File: config.mk
export PLATFORM = sky130hd
export DESIGN_NAME = expr_eval
export DESIGN_NICKNAME = d
export VERILOG_FILES = /design/src/rtl/expr_eval.sv
export SDC_FILE = /design/constraint.sdc
export NUM_CORES = 1
export LEC_CHECK = 0
export CAP_MARGIN = 20
export CORE_ASPECT_RATIO = 2
export CORE_MARGIN = 4
export CORE_UTILIZATION = 35
export CTS_BUF_LIST = sky130_fd_sc_hd__clkbuf_4
export CTS_CLUSTER_DIAMETER = 60
export DETAILED_ROUTE_END_ITERATION = 8
export SYNTH_ARGS = -nofsm -noshare
export SYNTH_HDL_FRONTEND = slang
export SYNTH_SLANG_ARGS = --single-unit
File: constraint.sdc
create_clock -name clk -period 6.8 [get_ports clk]
set_input_delay 1.36 -clock clk [delete_from_list [all_inputs] [get_ports clk]]
set_output_delay 1.36 -clock clk [all_outputs]
set_load 0.005 [all_outputs]
File: src/rtl/expr_eval.sv
// Evaluates single-digit '+'/'*' expressions from an ASCII stream, '*' binding tighter than '+'.
// Each '=' produces a one-cycle done pulse together with the registered result and error flag.
module expr_eval #(
  parameter int WIDTH = 16
) (
  input  logic             clk,
  input  logic             clr,
  input  logic             in_valid,
  input  logic [7:0]       in,
  output logic [WIDTH-1:0] result,
  output logic             done,
  output logic             error
);

  typedef enum logic [1:0] {S_IDLE, S_NUM, S_OP, S_ERR} state_t;

  state_t           state, state_nx;
  logic [WIDTH-1:0] sum, term, sum_nx, term_nx, result_nx;
  logic             pend_mul, pend_nx, done_nx, error_nx;
  logic             is_digit, is_plus, is_mul, is_eq;
  logic [WIDTH-1:0] digit;

  assign is_digit = (in >= 8'h30) && (in <= 8'h39);
  assign is_plus  = (in == 8'h2B);
  assign is_mul   = (in == 8'h2A);
  assign is_eq    = (in == 8'h3D);
  assign digit    = WIDTH'(in[3:0]);

  always_ff @(posedge clk or negedge clr) begin
    if (!clr) state <= S_IDLE;
    else      state <= state_nx;
  end

  // '=' always returns to idle; otherwise the grammar is digit (op digit)*
  always_comb begin
    state_nx = state;
    if (in_valid) begin
      if (is_eq) begin
        state_nx = S_IDLE;
      end else begin
        case (state)
          S_IDLE, S_OP: state_nx = is_digit ? S_NUM : S_ERR;
          S_NUM:        state_nx = (is_plus || is_mul) ? S_OP : S_ERR;
          default:      state_nx = S_ERR;
        endcase
      end
    end
  end

  always_comb begin
    sum_nx    = sum;
    term_nx   = term;
    pend_nx   = pend_mul;
    result_nx = result;
    error_nx  = error;
    done_nx   = 1'b0;
    if (in_valid) begin
      if (is_eq) begin
        sum_nx   = '0;
        term_nx  = '0;
        pend_nx  = 1'b0;
        done_nx  = 1'b1;
        if (state == S_NUM) begin
          result_nx = sum + term;
          error_nx  = 1'b0;
        end else begin
          result_nx = '0;
          error_nx  = 1'b1;
        end
      end else if ((state == S_IDLE || state == S_OP) && is_digit) begin
        term_nx = pend_mul ? term * digit : digit;
      end else if (state == S_NUM && is_plus) begin
        sum_nx  = sum + term;
        pend_nx = 1'b0;
      end else if (state == S_NUM && is_mul) begin
        pend_nx = 1'b1;
      end
    end
  end

  always_ff @(posedge clk or negedge clr) begin
    if (!clr) begin
      sum      <= '0;
      term     <= '0;
      pend_mul <= 1'b0;
      result   <= '0;
      done     <= 1'b0;
      error    <= 1'b0;
    end else begin
      sum      <= sum_nx;
      term     <= term_nx;
      pend_mul <= pend_nx;
      result   <= result_nx;
      done     <= done_nx;
      error    <= error_nx;
    end
  end

endmodule

==> impl_metrics.yaml <==
run_status:
  status: "completed"
critical_path:
  cp-start-kind: "input port"
  worstSetupEndpoint: "term[14]$_DFFE_PN0P_"
  arrival_ps: 5320
  path_cells: "clkdlybuf4s50_1, and2_1, fa_1, inv_1, fa_1, inv_1, ha_1, nor2b_1, o31a_1, o32ai_2, o21ai_1, a21oi_1, xor2_1, o21ai_1"
  cp.required_ps: 7070
  critPathMaxFanout: 23
  cp-end-kind: "flop"
  criticalPathCategory: "input port to flop"
  rr_startpoint: "term[1]$_DFFE_PN0P_"
  r2r_slack_ps: 3070
  reg2regPathDepth: 13
  crit_start: "in[2]"
  critPathSlowestCell: "clkdlybuf4s50_1"
  worstReg2RegEnd: "term[14]$_DFFE_PN0P_"
  cpPeakStageDelay_ps: 780
placement:
  dp_hpwl_um: 8530
  place_area_mm2: 0.00482
  portBuffers: 28
  place_congestion: 0.898
timing:
  final.setup.tns_ps: 0
  fmax_mhz: 198
  setup_viol: 0
  worst_clock_skew_ps: 18.4
  slew_viol_final: 0
  rsz0062_at_grt: "false"
  worstMarginPinSlew_ps: 856
  hold_viol_final: 0
  period_minus_slack_ps: 5060
  relSlewSlack_pct: 42.8
  period_share_pct: 74.4
cts:
  clkSinkCount: 53
  clk_latency_ps: 390
  cts.path.max_buffers: 2
  cts-root-buf: "clkbuf_4"
  post_cts_buffers: 0
  tritoncts: "done"
  ctsHoldBuffers: 0
  cts_buffers: 5
  path_clk_slew_ps: 160
  cts_resized: 0
  ctsHtreeMaxLevel: 2
routing:
  wl_per_cell_um: 16.0
  routed_wl_um: 10500
  drt_iter0_markers: 119
  vias_per_cell: 5.35
  routed-via-count: 3523
  remaining_drc_errors: 0
  dr.pass1.iters: 4
  antenna_left: 0
global_routing:
  antenna_found_initial: 1
  grt.overflow.total: 0
  grt_max_degree: 54
  grt_pass1_wl_um: 17700
  grt_pass1_vias: 3811
  grt_usage_pct: 15.4
hold_path:
  hp-class: "flop to flop"
finish:
  fin_nets: 577
  final_area_mm2: 0.00488
  drive_gt1_share_pct: 5.29
  fill_cells: 1252
  area_growth_pct: 10.9
pwr:
  p_sw_uw: 131
  vdd_drop_max_v: 0.0000600
  leakage_uw: 0.00232
  swShare_pct: 25.9
  p_per_area_mw_per_mm2: 104
  clkPwrFrac_pct: 29.2
  p_int_uw: 375
  p_seq_share_pct: 63.4
  comb_power_share_pct: 7.4
logic_synthesis:
  synthArstFlopShare_pct: 100
  synth_edf_count: 0
  synth.avg_cell_area_um2: 9.05
  syn-cell-area_mm2: 0.00440
  synth_fp_nets: 554
  yosys_warnings: 0
  seq_area_frac_synth_pct: 30.2
  ys_ff_latch: 53
  synth_ff_type: "dfrtp_1"
  synth.distinct_cells: 54
  synthCells: 486
floorplanning:
  rows: 57
  dieArea_mm2: 0.0145
  core_mm2: 0.0123
  start_util_pct: 35.9
  die_h_um: 167
  die_w_um: 87.3
  num_io_pins: 29
flow_run:
  drv_cap: 0
cell usage in the layout, fill, tap and decap left out, drive strengths merged, types with 6 or more instances in the layout:
cell and count:
nand2 70, dfrtp 53, inv 50, o21ai 39, and2 37, ha 31, clkdlybuf4s50 27, fa 26
a22o 22, nor2 19, a21oi 18, xnor2 15, xor2 11, nand3 10, nor3 8, clkbuf 6
a211oi 6
power by group through the flow:
stage	clock network, µW	registers [µW]	logic (µW)
finish	147	321	37.4
global route	163	321	43.0
CTS	153	321	38.3
detailed placement	0	327	38.2
global placement	0	327	37.3
floorplan	0	325	19.9
Yosys cell counts, types with 2 or more instances:
| library cell | number | area (µm²) |
|---|---|---|
| o21ai_0 | 25 | 125 |
| nor3_1 | 7 | 35.0 |
| nand2_1 | 67 | 251 |
| nand2_2 | 2 | 12.5 |
| a22o_1 | 22 | 193 |
| and2_1 | 37 | 231 |
| mux2i_1 | 3 | 30.0 |
| xnor2_1 | 15 | 131 |
| nor2b_1 | 4 | 25.0 |
| nand3_1 | 9 | 45.0 |
| o21ai_1 | 13 | 65.1 |
| o21bai_1 | 5 | 37.5 |
| nand4_1 | 3 | 18.8 |
| fa_1 | 26 | 521 |
| xor2_1 | 11 | 96.3 |
| inv_1 | 50 | 188 |
| a21oi_1 | 18 | 90.1 |
| nand2b_1 | 3 | 18.8 |
| o31ai_1 | 3 | 22.5 |
| a211oi_1 | 5 | 37.5 |
| a21o_1 | 5 | 37.5 |
| and3_1 | 2 | 12.5 |
| o31a_1 | 3 | 26.3 |
| buf_2 | 3 | 15.0 |
| nor2_1 | 19 | 71.3 |
| o21a_1 | 5 | 37.5 |
| o41ai_1 | 2 | 17.5 |
| dfrtp_1 | 53 | 1330 |
| clkbuf_1 | 11 | 41.3 |
| ha_1 | 31 | 388 |
flip-flops by register name, summed over array words and instances (netlist names):
name and count:
done 1, state 2, error 1, sum 16
result 16, term 16, pend_mul 1
metrics by stage:
| stage | cells | setup WS, ps | utilization [%] | total power, µW | hold WS, ps |
|---|---|---|---|---|---|
| floorplan | 486 | 2280 | - | 344 | 453 |
| global placement | 648 | 1390 | 39.2 | 364 | 468 |
| detailed placement | 649 | 1330 | 39.3 | 365 | 471 |
| CTS | 657 | 1750 | 39.7 | 512 | 507 |
| global route | 658 | 1500 | 39.8 | 527 | 521 |
| finish | 658 | 1740 | 39.8 | 506 | 504 |
cell type report:
class,count,area [µm²],share of cell area (%)
multi-input cells,367,2810,57.6
flip-flops and latches,53,1330,27.2
repair buffers,32,313,6.41
inverters,50,188,3.85
well taps,147,184,3.77
clock buffers,6,45.0,0.924
clock inverters,2,10.0,0.205
diodes,1,2.50,0.0513
kinds of logic (layout without fill, tap and decap cells):
| family | count (synthesis) | count (layout) | synth area share [%] |
|---|---|---|---|
| other cells | 0 | 1 | 0 |
| compound gates | 116 | 116 | 18.0 |
| fa+ha+maj | 57 | 57 | 20.7 |
| xor+xnor | 27 | 27 | 5.69 |
| flops | 53 | 53 | 30.2 |
| mux | 4 | 4 | 0.939 |
| simple gates | 163 | 163 | 18.6 |
| buf+inv | 66 | 90 | 5.97 |
worst max-delay path, delay by kind of cell:
kind | cells | cell delay, ps
buffers and inverters | 3 | 870
adders and majority gates | 3 | 1340
AOI/OAI and AO/OA | 5 | 1060
and+or+nand+nor | 2 | 510
xor gates and xnor gates | 1 | 170
worst min-delay path by stage:
stage / cells after the start / end / start
after floorplan: 2 / sum[2]$_DFFE_PN0P_ / sum[2]$_DFFE_PN0P_
after global placement: 2 / sum[2]$_DFFE_PN0P_ / sum[2]$_DFFE_PN0P_
after detailed placement: 1 / state[1]$_DFFE_PN0P_ / state[1]$_DFFE_PN0P_
after CTS: 1 / state[1]$_DFFE_PN0P_ / state[1]$_DFFE_PN0P_
after global routing: 2 / result[10]$_DFFE_PN0P_ / result[10]$_DFFE_PN0P_
final: 1 / state[1]$_DFFE_PN0P_ / state[1]$_DFFE_PN0P_
routing by layer:
metal	vias up	routed length, µm	global-route usage [%]
met3	29	249	1.78
met5	-	0	0
met4	0	458	8.48
li1	1695	-	-
met2	59	5860	27.9
met1	1740	3950	16.6
(Power assumes the default switching activity.)
